[config.mk]
export PLATFORM = sky130hd
export DESIGN_NAME = car_motion_ctrl
export DESIGN_NICKNAME = d
export VERILOG_FILES = /design/src/rtl/car_pkg.sv /design/src/rtl/car_tick_timer.sv /design/src/rtl/car_motion_ctrl.sv
export SDC_FILE = /design/constraint.sdc
export NUM_CORES = 1
export LEC_CHECK = 0
export ABC_CLOCK_PERIOD_IN_PS = 5200
export BUFFER_PORTS_ARGS = -buffer_cell sky130_fd_sc_hd__buf_2
export CORE_MARGIN = 1
export CORE_UTILIZATION = 60
export DETAILED_ROUTE_END_ITERATION = 7
export PLACE_DENSITY = 0.82
export SYNTH_ARGS = -nofsm -noshare
export SYNTH_HDL_FRONTEND = slang
export SYNTH_SLANG_ARGS = --single-unit
[constraint.sdc]
create_clock -name clk -period 5.2 [get_ports clk]
set_input_delay 0.78 -clock clk [delete_from_list [all_inputs] [get_ports clk]]
set_output_delay 0.78 -clock clk [all_outputs]
set_load 0.03 [all_outputs]
[src/rtl/car_pkg.sv]
// ----------------------------------------------------------------------------
// car_pkg
// Shared types and defaults for the elevator car motion controller.
//   car_state_t : controller states (IDLE, MOVE, ARRIVE, DOOR)
//   floor_t     : floor bus at the default FLOOR_W width
//   *_DEF       : default geometry/timing used as parameter defaults
//   cnt_width() : width of the shared tick counter for two timing constants
// ----------------------------------------------------------------------------
package car_pkg;

    typedef enum logic [1:0] {
        IDLE   = 2'd0,
        MOVE   = 2'd1,
        ARRIVE = 2'd2,
        DOOR   = 2'd3
    } car_state_t;

    localparam int FLOOR_W_DEF    = 4;
    localparam int N_FLOORS_DEF   = 8;
    localparam int FTOF_TIME_DEF  = 50;
    localparam int DOOR_TIME_DEF  = 100;
    localparam int HOME_FLOOR_DEF = 1;

    typedef logic [FLOOR_W_DEF-1:0] floor_t;

    // Counter width able to hold 0 .. max(a,b)-1.
    function automatic int cnt_width(input int a, input int b);
        int m;
        m = (a > b) ? a : b;
        return (m < 2) ? 1 : $clog2(m);
    endfunction

endpackage

[src/rtl/car_tick_timer.sv]
// ----------------------------------------------------------------------------
// car_tick_timer
// Up-counter with synchronous clear, count enable and a terminal value that
// is supplied (loaded) by the caller each cycle. On an enabled cycle at the
// terminal value the counter wraps to zero. Used for both the floor-to-floor
// travel time and the door-open time.
// Ports:
//   clk, rst_n : clock, asynchronous active-low reset
//   clr        : force count to zero (priority over en)
//   en         : advance the count
//   term       : terminal value (period - 1)
//   tc         : count currently equals term
// ----------------------------------------------------------------------------
module car_tick_timer
    import car_pkg::*;
#(
    parameter int CNT_W = 7
) (
    input  logic             clk,
    input  logic             rst_n,
    input  logic             clr,
    input  logic             en,
    input  logic [CNT_W-1:0] term,
    output logic             tc
);

    logic [CNT_W-1:0] cnt;

    assign tc = (cnt == term);

    always_ff @(posedge clk or negedge rst_n) begin
        if (!rst_n) begin
            cnt <= '0;
        end else if (clr) begin
            cnt <= '0;
        end else if (en) begin
            cnt <= tc ? '0 : cnt + 1'b1;
        end
    end

endmodule

[src/rtl/car_motion_ctrl.sv]
// ----------------------------------------------------------------------------
// car_motion_ctrl
// Elevator car motion controller. Accepts one target floor at a time over a
// valid/ready handshake, steps the car one floor every FTOF_TIME cycles,
// pulses arr on arrival and then holds the door open for DOOR_TIME cycles.
// Optional feature macro: CAR_ESTOP_EN adds the estop input, which freezes
// travel and the door timer and blocks new requests while asserted.
// Ports:
//   clk, rst_n            : clock, asynchronous active-low reset
//   req_valid/req_floor   : target-floor request
//   req_ready             : request can be accepted (IDLE only)
//   req_err               : 1-cycle pulse, accepted request out of range
//   now_floor             : current floor
//   moving, dir_up        : travelling flag, direction (held when stopped)
//   arr                   : 1-cycle pulse on arrival
//   door_open             : door open indication
//   estop                 : emergency stop (CAR_ESTOP_EN only)
// All outputs are registered.
// ----------------------------------------------------------------------------
module car_motion_ctrl
    import car_pkg::*;
#(
    parameter int N_FLOORS   = N_FLOORS_DEF,
    parameter int FLOOR_W    = FLOOR_W_DEF,
    parameter int FTOF_TIME  = FTOF_TIME_DEF,
    parameter int DOOR_TIME  = DOOR_TIME_DEF,
    parameter int HOME_FLOOR = HOME_FLOOR_DEF
) (
    input  logic               clk,
    input  logic               rst_n,
    input  logic               req_valid,
    input  logic [FLOOR_W-1:0] req_floor,
    output logic               req_ready,
    output logic               req_err,
    output logic [FLOOR_W-1:0] now_floor,
    output logic               moving,
    output logic               dir_up,
    output logic               arr,
    output logic               door_open
`ifdef CAR_ESTOP_EN
    ,
    input  logic               estop
`endif
);

    localparam int               CNT_W     = cnt_width(FTOF_TIME, DOOR_TIME);
    localparam logic [CNT_W-1:0] FTOF_TERM = CNT_W'(FTOF_TIME - 1);
    localparam logic [CNT_W-1:0] DOOR_TERM = CNT_W'(DOOR_TIME - 1);

    car_state_t         state, state_nx;
    logic [FLOOR_W-1:0] tgt, tgt_nx, floor_nx, step_floor;
    logic               ready_nx, err_nx, moving_nx, dir_nx, arr_nx, door_nx;
    logic               tmr_clr, tmr_en, tmr_tc;
    logic [CNT_W-1:0]   tmr_term;
    logic               halt, accept, req_bad, req_here, last_tick, floor_done;

`ifdef CAR_ESTOP_EN
    assign halt = estop;
`else
    assign halt = 1'b0;
`endif

    assign accept     = req_valid && req_ready;
    assign req_bad    = (req_floor == '0) || (req_floor > FLOOR_W'(N_FLOORS));
    assign req_here   = (req_floor == now_floor);
    assign step_floor = dir_up ? now_floor + 1'b1 : now_floor - 1'b1;
    // A frozen timer never completes a period.
    assign last_tick  = tmr_tc && !halt;
    assign floor_done = last_tick && (step_floor == tgt);
    assign tmr_term   = (state == DOOR) ? DOOR_TERM : FTOF_TERM;

    car_tick_timer #(.CNT_W(CNT_W)) u_timer (
        .clk   (clk),
        .rst_n (rst_n),
        .clr   (tmr_clr),
        .en    (tmr_en),
        .term  (tmr_term),
        .tc    (tmr_tc)
    );

    // State register
    always_ff @(posedge clk or negedge rst_n) begin
        if (!rst_n) state <= IDLE;
        else        state <= state_nx;
    end

    // Next-state logic
    always_comb begin
        state_nx = state;
        unique case (state)
            IDLE: begin
                if (accept && !req_bad) state_nx = req_here ? ARRIVE : MOVE;
            end
            MOVE:    if (floor_done) state_nx = ARRIVE;
            ARRIVE:  state_nx = DOOR;
            DOOR:    if (last_tick) state_nx = IDLE;
            default: state_nx = IDLE;
        endcase
    end

    // Output logic: next values of the registered outputs and timer control
    always_comb begin
        floor_nx  = now_floor;
        tgt_nx    = tgt;
        dir_nx    = dir_up;
        moving_nx = 1'b0;
        ready_nx  = 1'b0;
        err_nx    = 1'b0;
        arr_nx    = 1'b0;
        door_nx   = 1'b0;
        tmr_clr   = 1'b0;
        tmr_en    = 1'b0;
        unique case (state)
            IDLE: begin
                ready_nx = !halt;
                if (accept) begin
                    tgt_nx = req_floor;
                    if (req_bad) begin
                        err_nx = 1'b1;
                    end else if (req_here) begin
                        ready_nx = 1'b0;
                        arr_nx   = 1'b1;
                        door_nx  = 1'b1;
                    end else begin
                        ready_nx  = 1'b0;
                        dir_nx    = (req_floor > now_floor);
                        moving_nx = 1'b1;
                        tmr_clr   = 1'b1;
                    end
                end
            end
            MOVE: begin
                tmr_en    = !halt;
                moving_nx = !halt;
                if (last_tick) begin
                    floor_nx = step_floor;
                    if (floor_done) begin
                        moving_nx = 1'b0;
                        arr_nx    = 1'b1;
                        door_nx   = 1'b1;
                    end
                end
            end
            ARRIVE: begin
                door_nx = 1'b1;
                tmr_clr = 1'b1;
            end
            DOOR: begin
                tmr_en   = !halt;
                door_nx  = !last_tick;
                ready_nx = last_tick;
            end
            default: ;
        endcase
    end

    always_ff @(posedge clk or negedge rst_n) begin
        if (!rst_n) begin
            now_floor <= FLOOR_W'(HOME_FLOOR);
            tgt       <= FLOOR_W'(HOME_FLOOR);
            req_ready <= 1'b1;
            req_err   <= 1'b0;
            moving    <= 1'b0;
            dir_up    <= 1'b1;
            arr       <= 1'b0;
            door_open <= 1'b0;
        end else begin
            now_floor <= floor_nx;
            tgt       <= tgt_nx;
            req_ready <= ready_nx;
            req_err   <= err_nx;
            moving    <= moving_nx;
            dir_up    <= dir_nx;
            arr       <= arr_nx;
            door_open <= door_nx;
        end
    end

endmodule

* Word-level counts from Yosys, hierarchy flattened
Cells that the tools add are included.
** Operators by class
- Add/subtract/negate cells :: 3
- $lt $le $gt $ge :: 2
- Equality and inequality tests :: 9
- Multiplexer cells :: 30
- Bitwise operators :: 2
- Reductions and logical operators :: 14
** Operators by type and width (number)
- $mux W7 :: 4
- $mux W1 :: 15
- $eq A4 B4 Y1 :: 2
- $mux W2 :: 4
- $pmux W1 S2 :: 4
- $pmux W2 S4 :: 1
- $add A7 B1 Y7 const B :: 1
- $eq A7 B7 Y1 :: 1
- $ne A2 B2 Y1 const B :: 3
- $add A4 B1 Y4 const B :: 1
- $eq A2 B2 Y1 const B :: 2
- $gt A4 B4 Y1 :: 1
- $gt A4 B4 Y1 const B :: 1
- $logic_not A4 Y1 :: 1
- $mux W4 :: 1
- $pmux W1 S4 :: 1
- $reduce_and A2 Y1 :: 2
- $reduce_and A4 Y1 :: 1
- $sub A4 B1 Y4 const B :: 1
- $logic_and A1 B1 Y1 :: 3
- $reduce_and A3 Y1 :: 1
- $eq A2 B1 Y1 const B :: 1
- $logic_not A1 Y1 :: 2
- $logic_not A2 Y1 :: 1
- other kinds (4) :: 5
** Word-level totals
- Bits in registers :: 23
- Word-level logic and storage cells :: 70

* Logic depth before layout (Yosys ltp)
Gate-level depths: netlist (run 1).
- Depth in word-level cells :: 7
- Depth in mapped cells :: 7
- Gate-level depth less buffers :: 7

* Hierarchy
A second synthesis (run 1) with hierarchy kept.
** Second synthesis, totals
- Cell total of the unflattened synthesis :: 144
- Area, all modules :: 1421.4 um2
** By module, submodules not included
- car_motion_ctrl :: times used 1, cells each 97, area an instance 982.2 um2
- car_tick_timer :: times used 1, cells each 47, area an instance 439.2 um2

* Worst setup path before layout (run 1)
Ideal clock, no wire load.
- Path type :: reg-to-reg
- From :: reg now_floor[0]
- To :: reg state[1]
- Library setup time :: 128 ps
- Arrival :: 2423 ps
- Required time :: 5072 ps
- Slack :: 2649 ps
- Cell stages (with the launch flop) :: 8
- Period minus slack after synthesis :: 2551 ps
- Path through :: dfstp_2 -> inv_1 -> fa_1 -> xnor3_1 -> nor3_1 -> o211ai_1 -> a21oi_2 -> mux2_1
** Between the ends
- Word-level cells in the longest chain between the ends :: 6
** RTL lines
- from (decl) :: RTL line car_motion_ctrl.sv:35 : output logic [FLOOR_W-1:0] now_floor,
- from (signal assigned) :: RTL line car_motion_ctrl.sv:159 : now_floor <= FLOOR_W'(HOME_FLOOR);
- from (signal assigned) :: RTL line car_motion_ctrl.sv:168 : now_floor <= floor_nx;
- $sub A4 B1 Y4 / $add A4 B1 Y4 (equally long branches) :: RTL line car_motion_ctrl.sv:66 : assign step_floor = dir_up ? now_floor + 1'b1 : now_floor - 1'b1;
- $mux W4 (*) :: RTL line car_motion_ctrl.sv:66
- net step_floor[0] :: RTL line car_motion_ctrl.sv:51 : logic [FLOOR_W-1:0] tgt, tgt_nx, floor_nx, step_floor;
- $eq A4 B4 Y1 (*) :: RTL line car_motion_ctrl.sv:69 : assign floor_done = last_tick && (step_floor == tgt);
- $logic_and A1 B1 Y1 (*) :: RTL line car_motion_ctrl.sv:69
- $ne A2 B2 Y1 (no line) (*)
- $reduce_and A3 Y1 (no line) (*)
- to (signal assigned) :: RTL line car_motion_ctrl.sv:84 : else state <= state_nx;
- to (decl) :: RTL line car_motion_ctrl.sv:50 : car_state_t state, state_nx;
Mark *: on every way through the listed nets, which the timed path passes. The rest lies on a longest branch. The select of a mux whose other input is x is not followed.
A chain may end at the register's enable or synchronous reset.

* Final worst setup path (run 1)
- From :: reg state[0]
- To :: reg state[1]
** Between the ends
- Word-level cells in the longest chain between the ends :: 6
** RTL lines
- $eq A2 B2 Y1 :: RTL line car_motion_ctrl.sv:70, car_motion_ctrl.sv:90
- $mux W7 :: RTL line car_motion_ctrl.sv:70 : assign tmr_term = (state == DOOR) ? DOOR_TERM : FTOF_TERM;
- $eq A7 B7 Y1 :: RTL line car_tick_timer.sv:29 : assign tc = (cnt == term);
- $logic_and A1 B1 Y1 :: RTL line car_motion_ctrl.sv:69
- $ne A2 B2 Y1 (no line)
- $reduce_and A3 Y1 (no line)
Several ways; a longest one is shown, not always the timed one.

==> results.cfg, run 1 <==
[logic_synthesis]
ys_async_sr_fraction_pct = 100
yosysTopAreaCell = dfrtp_1
postSynthCellCount = 140
synth.distinct_cells = 44
synth.area.top_cells = dfrtp_1, ha_1, dfstp_2
synth_edf_count = 0
syn_nets = 159
synth_top_area_share_pct = 33.5
synth.avg_cell_area_um2 = 10.1
netlist_area_um2 = 1420
yosysWarnings = 0
synth_top_flop_cell = dfrtp_1
ys_seq_elements = 23
yosysSeqAreaShare_pct = 40.9

[grt]
grt_util_met1_pct = 33.5
grt_usage_pct = 23.5
met2_usage_pct = 36.4
busiest_layer = met2
grt_max_degree = 24
gr-total-overflow = 0
antenna_found_initial = 0
grt_pass1_wl_mm = 4.52
use_met3_pct = 3.64
grt_pass1_vias = 1035

[timing]
finalSetupTns_ns = 0
drv_slew = 0
setup_viol = 0
rsz0062_at_grt = false
max_freq_mhz = 343
worstMarginPinSlew_ns = 0.729
slew-limit-headroom_pct = 51.4
fin_worst_skew_ns = 0.00373
fin_ws_ns = 2.29
fin_crit_sh_pct = 56.0
finalHoldViolCount = 0
layout_min_cycle_time_ns = 2.91

[clock_network]
cts_max_level = 1
cts_setup_buffers = 0
cts.path.max_buffers = 2
cts_resized = 0
clock_sinks = 23
cts_buffers = 3
clk_latency_ns = 0.30
cts_root_buf = clkbuf_4
ctsHoldBuffers = 0
cts_tree = built
path_clk_slew_ns = 0.12

[setup_path]
crit_family = compound AO/OA/AOI/OAI gates
critPathMaxStageDelay_ns = 0.74
path_max_fanout = 14
worstSetupEndpointType = register
r2r_slack_ns = 2.29
crit_path_start_kind = register
cp.required_ns = 5.40
critPathArrivalTime_ns = 3.11
crit_chain = ha_1 > or4b_4 > a2111oi_4 > o211ai_1 > a21oi_2 > mux2_1
r2r_start = state[0]$_DFFE_PN0P_
crit_buf_inv = 0
reg2reg_depth = 6
reg2reg_to = state[1]$_DFFE_PN0P_
worstSetupPathType = register to register
crit_slowest_cell = a2111oi_4

[die]
die-area_um2 = 2570
core-area_um2 = 2210
dieHeight_um = 50.7
fp.dieW_um = 50.7
fp-row-count = 17
start_util_pct = 64.2
io_pins = 17

[placement]
place_congestion = 0.830
post-place-ws_ns = 2.30
dp_hpwl_mm = 1.98
dp.cells = 182
io_buffers = 16

[power]
irDropWorstVdd_v = 0.000153
power-per-cell-area_nw_per_um2 = 176
p_leak_nw = 0.725
total_power_uw = 272

[layout]
nets = 178
fin_cells = 186
drive_gt1_share_pct = 20.9
area_delta_synth_final_pct = 9.16
final_util_pct = 70.1
n_fill_cell = 177
antenna_cells = 0

[run_status]
status = completed

[detailed_routing]
drt_pre_antenna_iters = 4
vias_per_cell = 5.76
drtIter0Drc = 27
drc_errors = 0
drt-total-wl_mm = 2.60
ant_nets = 0
wire_per_inst_um = 14.0
routed-via-count = 1072

[run]
cap_violations = 0

[worst_hold_path]
hp-class = input pin to asynchronous set/reset pin
==> layout make-up <==
class | count | area, um^2 | share of cell area (%)
Multi-Input combinational cell | 104 | 787 | 50.8
Tap cell | 28 | 35.0 | 2.26
Inverter | 11 | 41.3 | 2.66
Clock buffer | 4 | 26.3 | 1.69
Sequential cell | 23 | 581 | 37.4
Timing Repair Buffer | 16 | 80.1 | 5.17
==> worst reg2reg max path: stages (launching register included) <==
cell and delay [ns]:
dfrtp_1 0.42, ha_1 0.27, or4b_4 0.54, a2111oi_4 0.74, o211ai_1 0.25, a21oi_2 0.24, mux2_1 0.35
==> how the worst max path moves through the flow <==
stage                              from              endpoint  slack (ns)  cells past startpoint
4_1_cts            state[0]$_DFFE_PN0P_  state[1]$_DFFE_PN0P_        2.29                      6
5_1_grt            state[1]$_DFFE_PN0P_  state[1]$_DFFE_PN0P_        2.08                      6
3_5_place_dp       state[0]$_DFFE_PN0P_  state[1]$_DFFE_PN0P_        2.30                      6
2_1_floorplan  now_floor[0]$_DFFE_PN1P_  state[1]$_DFFE_PN0P_        2.65                      7
6_report           state[0]$_DFFE_PN0P_  state[1]$_DFFE_PN0P_        2.29                      6
3_3_place_gp       state[0]$_DFFE_PN0P_  state[1]$_DFFE_PN0P_        2.40                      6
==> synthesized netlist by cell type (2+ instances only) <==
| cell type | n |
|---|---|
| o21ai_0 | 10 |
| a311oi_1 | 2 |
| nor2_1 | 11 |
| dfrtp_1 | 19 |
| or2_2 | 2 |
| and3_1 | 4 |
| a211oi_1 | 2 |
| xnor2_1 | 6 |
| dfstp_2 | 4 |
| mux2_2 | 3 |
| a21oi_1 | 9 |
| nand2b_1 | 2 |
| nand3_1 | 3 |
| inv_1 | 11 |
| nand2_1 | 11 |
| nor4_1 | 2 |
| ha_1 | 11 |
| nor4b_1 | 2 |
==> cells in the final DEF, fill, tap and decap left out, types with 2 or more instances in the layout <==
master    instances
and3_1            4
nor2_1           11
a211oi_1          2
nand2_1          11
ha_1             11
nor4b_1           2
or2_2             2
a311oi_1          2
clkbuf_4          3
nor4_1            2
buf_2            16
a21oi_1           9
o21ai_0          10
mux2_2            3
nand3_1           3
dfrtp_1          19
xnor2_1           6
nand2b_1          2
dfstp_2           4
inv_1            11
==> routing by layer <==
metal / vias to the layer above / routed length, um / part of all wire [%]
met5: - / 0 / 0
met4: 0 / 14 / 0.54
met3: 2 / 95 / 3.7
met2: 26 / 1180 / 45
met1: 510 / 1310 / 50
li1: 534 / - / -
==> state kept, by name (all words and copies together) (netlist names) <==
| signal | cells |
|---|---|
| u_timer.cnt | 7 |
| now_floor | 4 |
| tgt | 4 |
| state | 2 |
| arr | 1 |
| dir_up | 1 |
| door_open | 1 |
| moving | 1 |
| req_err | 1 |
| req_ready | 1 |
==> logic make-up (layout without fill, tap and decap cells) <==
group	after synthesis	count (layout)	share of synthesized area [%]
buffers and inverters	13	31	3.70
AND/OR/NAND/NOR	46	46	17.4
multiplexers	5	5	3.88
adder cells (fa/ha/maj)	12	12	11.1
flip-flops	23	23	40.9
XOR/XNOR	9	9	7.58
AO/OA/AOI/OAI	32	32	15.5
==> where the power goes <==
part | total [mW] | internal, mW | switching [mW]
combinational | 0.0115 | 0.00378 | 0.00776
sequential | 0.179 | 0.179 | 0
clock | 0.0819 | 0.0299 | 0.0520
==> metrics by stage <==
step	instance area, um^2	hold WS (ns)
finish	1550	0.424
global route	1550	0.449
global placement	1520	0.478
detailed placement	1520	0.483
CTS	1550	0.425
floorplan	1420	0.468
Power figures use the tool's default switching activity.
==> inputs of run 2 (changes only) <==
ABC_CLOCK_PERIOD_IN_PS = 2950   (was 5200)
CORE_UTILIZATION = 57   (was 60)
PLACE_DENSITY = 0.78   (was 0.82)
clock period = 2.95 ns   (was 5.2 ns; I/O delays follow)
==> results.cfg, run 2 (same netlist as run 1, synthesis figures left out) <==
[setup_path]
crit_path_start_kind = register
reg2reg_depth = 7
worstSetupEndpointType = register
critPathArrivalTime_ns = 2.92
path_max_fanout = 6
crit_path_end = state[1]$_DFFE_PN0P_
reg2reg_to = state[1]$_DFFE_PN0P_
cp.required_ns = 3.15
r2r_slack_ns = 0.23
crit_start = now_floor[0]$_DFFE_PN1P_
r2r_start = now_floor[0]$_DFFE_PN1P_
worstSetupPathType = register to register

[grt]
grt_pass1_vias = 1053
gr-total-overflow = 0
grt_pass1_wl_mm = 4.56
grt_max_degree = 24
antenna_found_initial = 0
grt_usage_pct = 23.0

[detailed_routing]
ant_nets = 0
drt_pre_antenna_iters = 4
wl_met2_mm = 1.23
wl_met1_mm = 1.29
vias_per_cell = 5.84
drtIter0Drc = 18
drt-total-wl_mm = 2.66
routed-via-count = 1093
drc_errors = 0
route.met3.wl_um = 107
wire_per_inst_um = 14.2
highest_layer = met4

[placement]
place_congestion = 0.797
dp_hpwl_mm = 2.03
io_buffers = 16
place_area_um2 = 1530
dp.cells = 183

[clock_network]
path_clk_slew_ns = 0.12
clk_latency_ns = 0.31
cts_resized = 0
cts_buffers = 3
cts_tree = built
cts_setup_buffers = 0
cts_root_buf = clkbuf_4
clock_sinks = 23
cts_max_level = 1
ctsHoldBuffers = 0
cts.path.max_buffers = 2

[layout]
top_regs = u_timer.cnt: 7 flops, now_floor: 4 flops, tgt: 4 flops
antenna_cells = 0
final_util_pct = 68.4
drive_gt1_share_pct = 21.4
layout_common_cells = dfrtp_1, buf_2
final_common_cell = dfrtp_1
largest_reg_flops = 7
regMostFlops = u_timer.cnt
area_delta_synth_final_pct = 9.69
nets = 179
fin_cells = 187
final_area_um2 = 1560

[timing]
fin_worst_skew_ns = 0.00124
rsz0062_at_grt = false
setup_viol = 0
finalSetupTns_ns = 0
worstMarginPinSlew_ns = 0.495
finalHoldViolCount = 0
layout_min_cycle_time_ns = 2.72
fin_crit_sh_pct = 92.3
slew-limit-headroom_pct = 66.7
max_freq_mhz = 367
drv_slew = 0

[die]
core-area_um2 = 2280
die-area_um2 = 2700
io_pins = 17
dieHeight_um = 51.9
fp.dieW_um = 51.9
start_util_pct = 62.4
fp-row-count = 17

[run_status]
status = completed

[power]
irDropWorstVdd_v = 0.000223
p_leak_nw = 0.731
power-per-cell-area_nw_per_um2 = 309
total_power_uw = 482

[run]
cap_violations = 0

[worst_hold_path]
hp-class = input pin to asynchronous set/reset pin
-- run 2: changes by cell type in the layout (fill, tap and decap cells not counted) --
cell   change
buf_4      +1
-- run 2: where the power goes --
part	switching (mW)	internal (mW)
registers	0	0.316
clock network	0.0933	0.0528
logic	0.0137	0.00667
-- run 2: worst min path at each step --
stage                      from                        to  depth (start not counted)  slack [ns]
after floorplan           rst_n             arr$_DFF_PN0_                          0        0.15
after global placement    rst_n  now_floor[1]$_DFFE_PN0P_                          1        0.44
final                     rst_n  now_floor[1]$_DFFE_PN0P_                          1        0.08
after detailed placement  rst_n  now_floor[1]$_DFFE_PN0P_                          1        0.45
after global routing      rst_n  now_floor[2]$_DFFE_PN0P_                          1        0.11
after CTS                 rst_n  now_floor[2]$_DFFE_PN0P_                          1         0.1
-- run 2: critical path, stage by stage, from the launching register on --
cell and delay [ns]:
dfstp_2 0.62, inv_1 0.08, fa_1 0.46, xnor3_1 0.37
nor3_1 0.31, o211ai_1 0.20, a21oi_2 0.23, mux2_1 0.35
-- run 2: cell type report --
cell class | count | area (um^2)
Fill cell | 172 | 718
Tap cell | 28 | 35.0
Clock buffer | 4 | 26.3
Multi-Input combinational cell | 104 | 787
Timing Repair Buffer | 17 | 87.6
Sequential cell | 23 | 581
Inverter | 11 | 41.3
-- run 2: through the flow --
step | setup WS, ns | hold WS (ns)
after CTS | 0.228 | 0.0955
after detailed placement | 0.250 | 0.449
after floorplan | 0.399 | 0.147
after global routing | 0.117 | 0.112
final | 0.229 | 0.0793
after global placement | 0.387 | 0.440
-- run 2: metal layers --
layer	up-vias	GRT usage, %
met5	-	0
met4	0	8.11
met3	5	2.63
met2	27	37.6
met1	530	31.4
li1	531	-
==> inputs of run 3 (changes only) <==
--- a/config.mk
+++ b/config.mk
@@ -11,6 +11,8 @@
 export CORE_UTILIZATION = 57
 export DETAILED_ROUTE_END_ITERATION = 7
+export HOLD_SLACK_MARGIN = 0.06
 export PLACE_DENSITY = 0.78
 export SYNTH_ARGS = -nofsm -noshare
 export SYNTH_HDL_FRONTEND = slang
+export SYNTH_HIERARCHICAL = 1
 export SYNTH_SLANG_ARGS = --single-unit
==> constraint.sdc (replaced) <==
create_clock -name clk -period 2.95 [get_ports clk]
set_input_delay 0.1475 -clock clk [delete_from_list [all_inputs] [get_ports clk]]
set_output_delay 0.1475 -clock clk [all_outputs]
set_load 0.03 [all_outputs]
==> results.cfg, run 3 <==
[setup_path]
critPathMaxStageDelay_ns = 0.63
path_max_fanout = 6
crit_slowest_cell = dfstp_2
critPathArrivalTime_ns = 2.70
r2r_start = now_floor[0]$_DFFE_PN1P_
worstSetupEndpointType = register
crit_start = now_floor[0]$_DFFE_PN1P_
path_common_cell = xor2_1
crit_path_start_kind = register
crit_chain = inv_1 > fa_1 > xor2_1 > xor2_1 > a31oi_1 > a2111o_1 > mux2i_1
cp.required_ns = 3.19
worstSetupPathType = register to register

[grt]
grt_usage_pct = 25.3
antenna_found_initial = 0
grt_max_degree = 24
grt_pass1_vias = 1135
grt_pass1_wl_mm = 4.98
gr-total-overflow = 0

[die]
fp-row-count = 17
fp.dieW_um = 51.9
start_util_pct = 62.5
die-area_um2 = 2700
core-area_um2 = 2280
dieHeight_um = 51.9
io_pins = 17

[detailed_routing]
routed-via-count = 1128
drc_errors = 0
vias_per_cell = 5.76
ant_nets = 0
drt_pre_antenna_iters = 4
wire_per_inst_um = 15.5
drtIter0Drc = 34
drt-total-wl_mm = 3.05

[placement]
dp_hpwl_mm = 2.34
place_area_um2 = 1550
io_buffers = 16
place_congestion = 0.856

[clock_network]
cts_root_buf = clkbuf_4
cts_setup_buffers = 0
cts_buffers = 3
clock_sinks = 23
cts_tree = built
cts.path.max_buffers = 2
cts_resized = 0
ctsHoldBuffers = 1
cts_max_level = 1
path_clk_slew_ns = 0.12
clk_latency_ns = 0.31

[layout]
final_area_um2 = 1590
area_delta_synth_final_pct = 11.7
n_fill_cell = 171
nets = 188
drive_gt1_share_pct = 18.5
antenna_cells = 0
layout_common_cells = dfrtp_1, buf_2, xnor2_1, inv_1, o21ai_0
largest_reg_flops = 7
top_regs = u_timer/cnt: 7 flops, now_floor: 4 flops, tgt: 4 flops
final_common_cell = dfrtp_1
regMostFlops = u_timer/cnt

[logic_synthesis]
yosysMostFrequentCell = dfrtp_1
ys_top_cells_by_count = dfrtp_1, xnor2_1, inv_1
yosysTopAreaCell = dfrtp_1
synth_top_area_share_pct = 33.5
synth.area.top_cells = dfrtp_1, ha_1, xnor2_1
synth_top_flop_cell = dfrtp_1
synth.avg_cell_area_um2 = 9.87
netlist_area_um2 = 1420
yosysSeqAreaShare_pct = 40.8
yosysWarnings = 6
postSynthCellCount = 144
synth.distinct_cells = 33
synth_edf_count = 0
ys_async_sr_fraction_pct = 100
ys_seq_elements = 23

[worst_hold_path]
hp-start = req_floor[0]
hp-class = input pin to register

[timing]
fin_crit_sh_pct = 83.3
worstMarginPinSlew_ns = 0.503
finalHoldViolCount = 0
layout_min_cycle_time_ns = 2.46
rsz0062_at_grt = false
max_freq_mhz = 407
finalSetupTns_ns = 0
slew-limit-headroom_pct = 66.5
drv_slew = 0
fin_worst_skew_ns = 0.00444
setup_viol = 0
hold_ws_ns = 0.103

[run_status]
status = completed

[power]
p_leak_nw = 0.740
power-per-cell-area_nw_per_um2 = 306
total_power_uw = 486
irDropWorstVdd_v = 0.000307

[run]
cap_violations = 0
==> run 3: area by class of cell <==
cell class / instances / area (um^2) / area share [%]
Timing Repair Buffer: 18 / 97.6 / 6.15
Inverter: 14 / 52.6 / 3.31
Clock buffer: 4 / 26.3 / 1.65
Tap cell: 28 / 35.0 / 2.21
Sequential cell: 23 / 581 / 36.6
Multi-Input combinational cell: 109 / 796 / 50.1
==> run 3: worst paths after layout <==
kind | endpoint | slack (ns) | cells past startpoint
worst max register to register | state[1]$_DFFE_PN0P_ | 0.49 | 7
worst max-delay path | state[1]$_DFFE_PN0P_ | 0.49 | 7
max in group asynchronous | req_ready$_DFF_PN1_ | 2.27 | 2
min in group asynchronous | tgt[2]$_DFFE_PN0P_ | 0.32 | 2
worst min register to register | tgt[0]$_DFFE_PN1P_ | 0.54 | 2
worst min-delay path | tgt[0]$_DFFE_PN1P_ | 0.10 | 3
==> run 3: per-layer routing <==
metal  global-route usage (%)  wire [um]  vias up
li1                         -          -      548
met1                     29.9       1300      526
met2                     45.7       1540       42
met3                     4.09        133       12
met4                     8.56         70        0
met5                        0          0        -
==> run 3: power by group <==
part,switching [mW],internal [mW],total (mW)
combinational,0.0155,0.00919,0.0247
sequential,0,0.316,0.316
clock,0.0929,0.0529,0.146
total,0.108,0.378,0.486
==> run 3: cells by family (layout without fill, tap and decap cells) <==
kind of cell    count (synthesis)  after routing  share of synthesized area (%)
simple gates                   34             34                           11.6
compound gates                 33             33                           15.5
xor+xnor                       21             21                           12.9
fa+ha+maj                      12             12                           11.1
buf+inv                        14             36                           3.70
mux                             5              5                           3.79
other cells                     2              4                          0.528
flops                          23             23                           40.8
==> run 3: worst max-delay path, delay by kind of cell, from the launching register on <==
| kind | cells | cell delay (ns) |
|---|---|---|
| compound gates | 2 | 0.56 |
| xor+xnor | 2 | 0.50 |
| fa+ha+maj | 1 | 0.44 |
| buf+inv | 1 | 0.08 |
| flops | 1 | 0.63 |
| mux | 1 | 0.19 |
==> run 3: through the flow <==
stage               setup slack (ns)  util [%]  std cells
floorplan                      0.667         -        146
global placement               0.633      68.2        191
detailed placement             0.539      68.2        191
CTS                            0.483      69.8        196
global route                   0.377      69.8        196
finish                         0.491      69.8        196
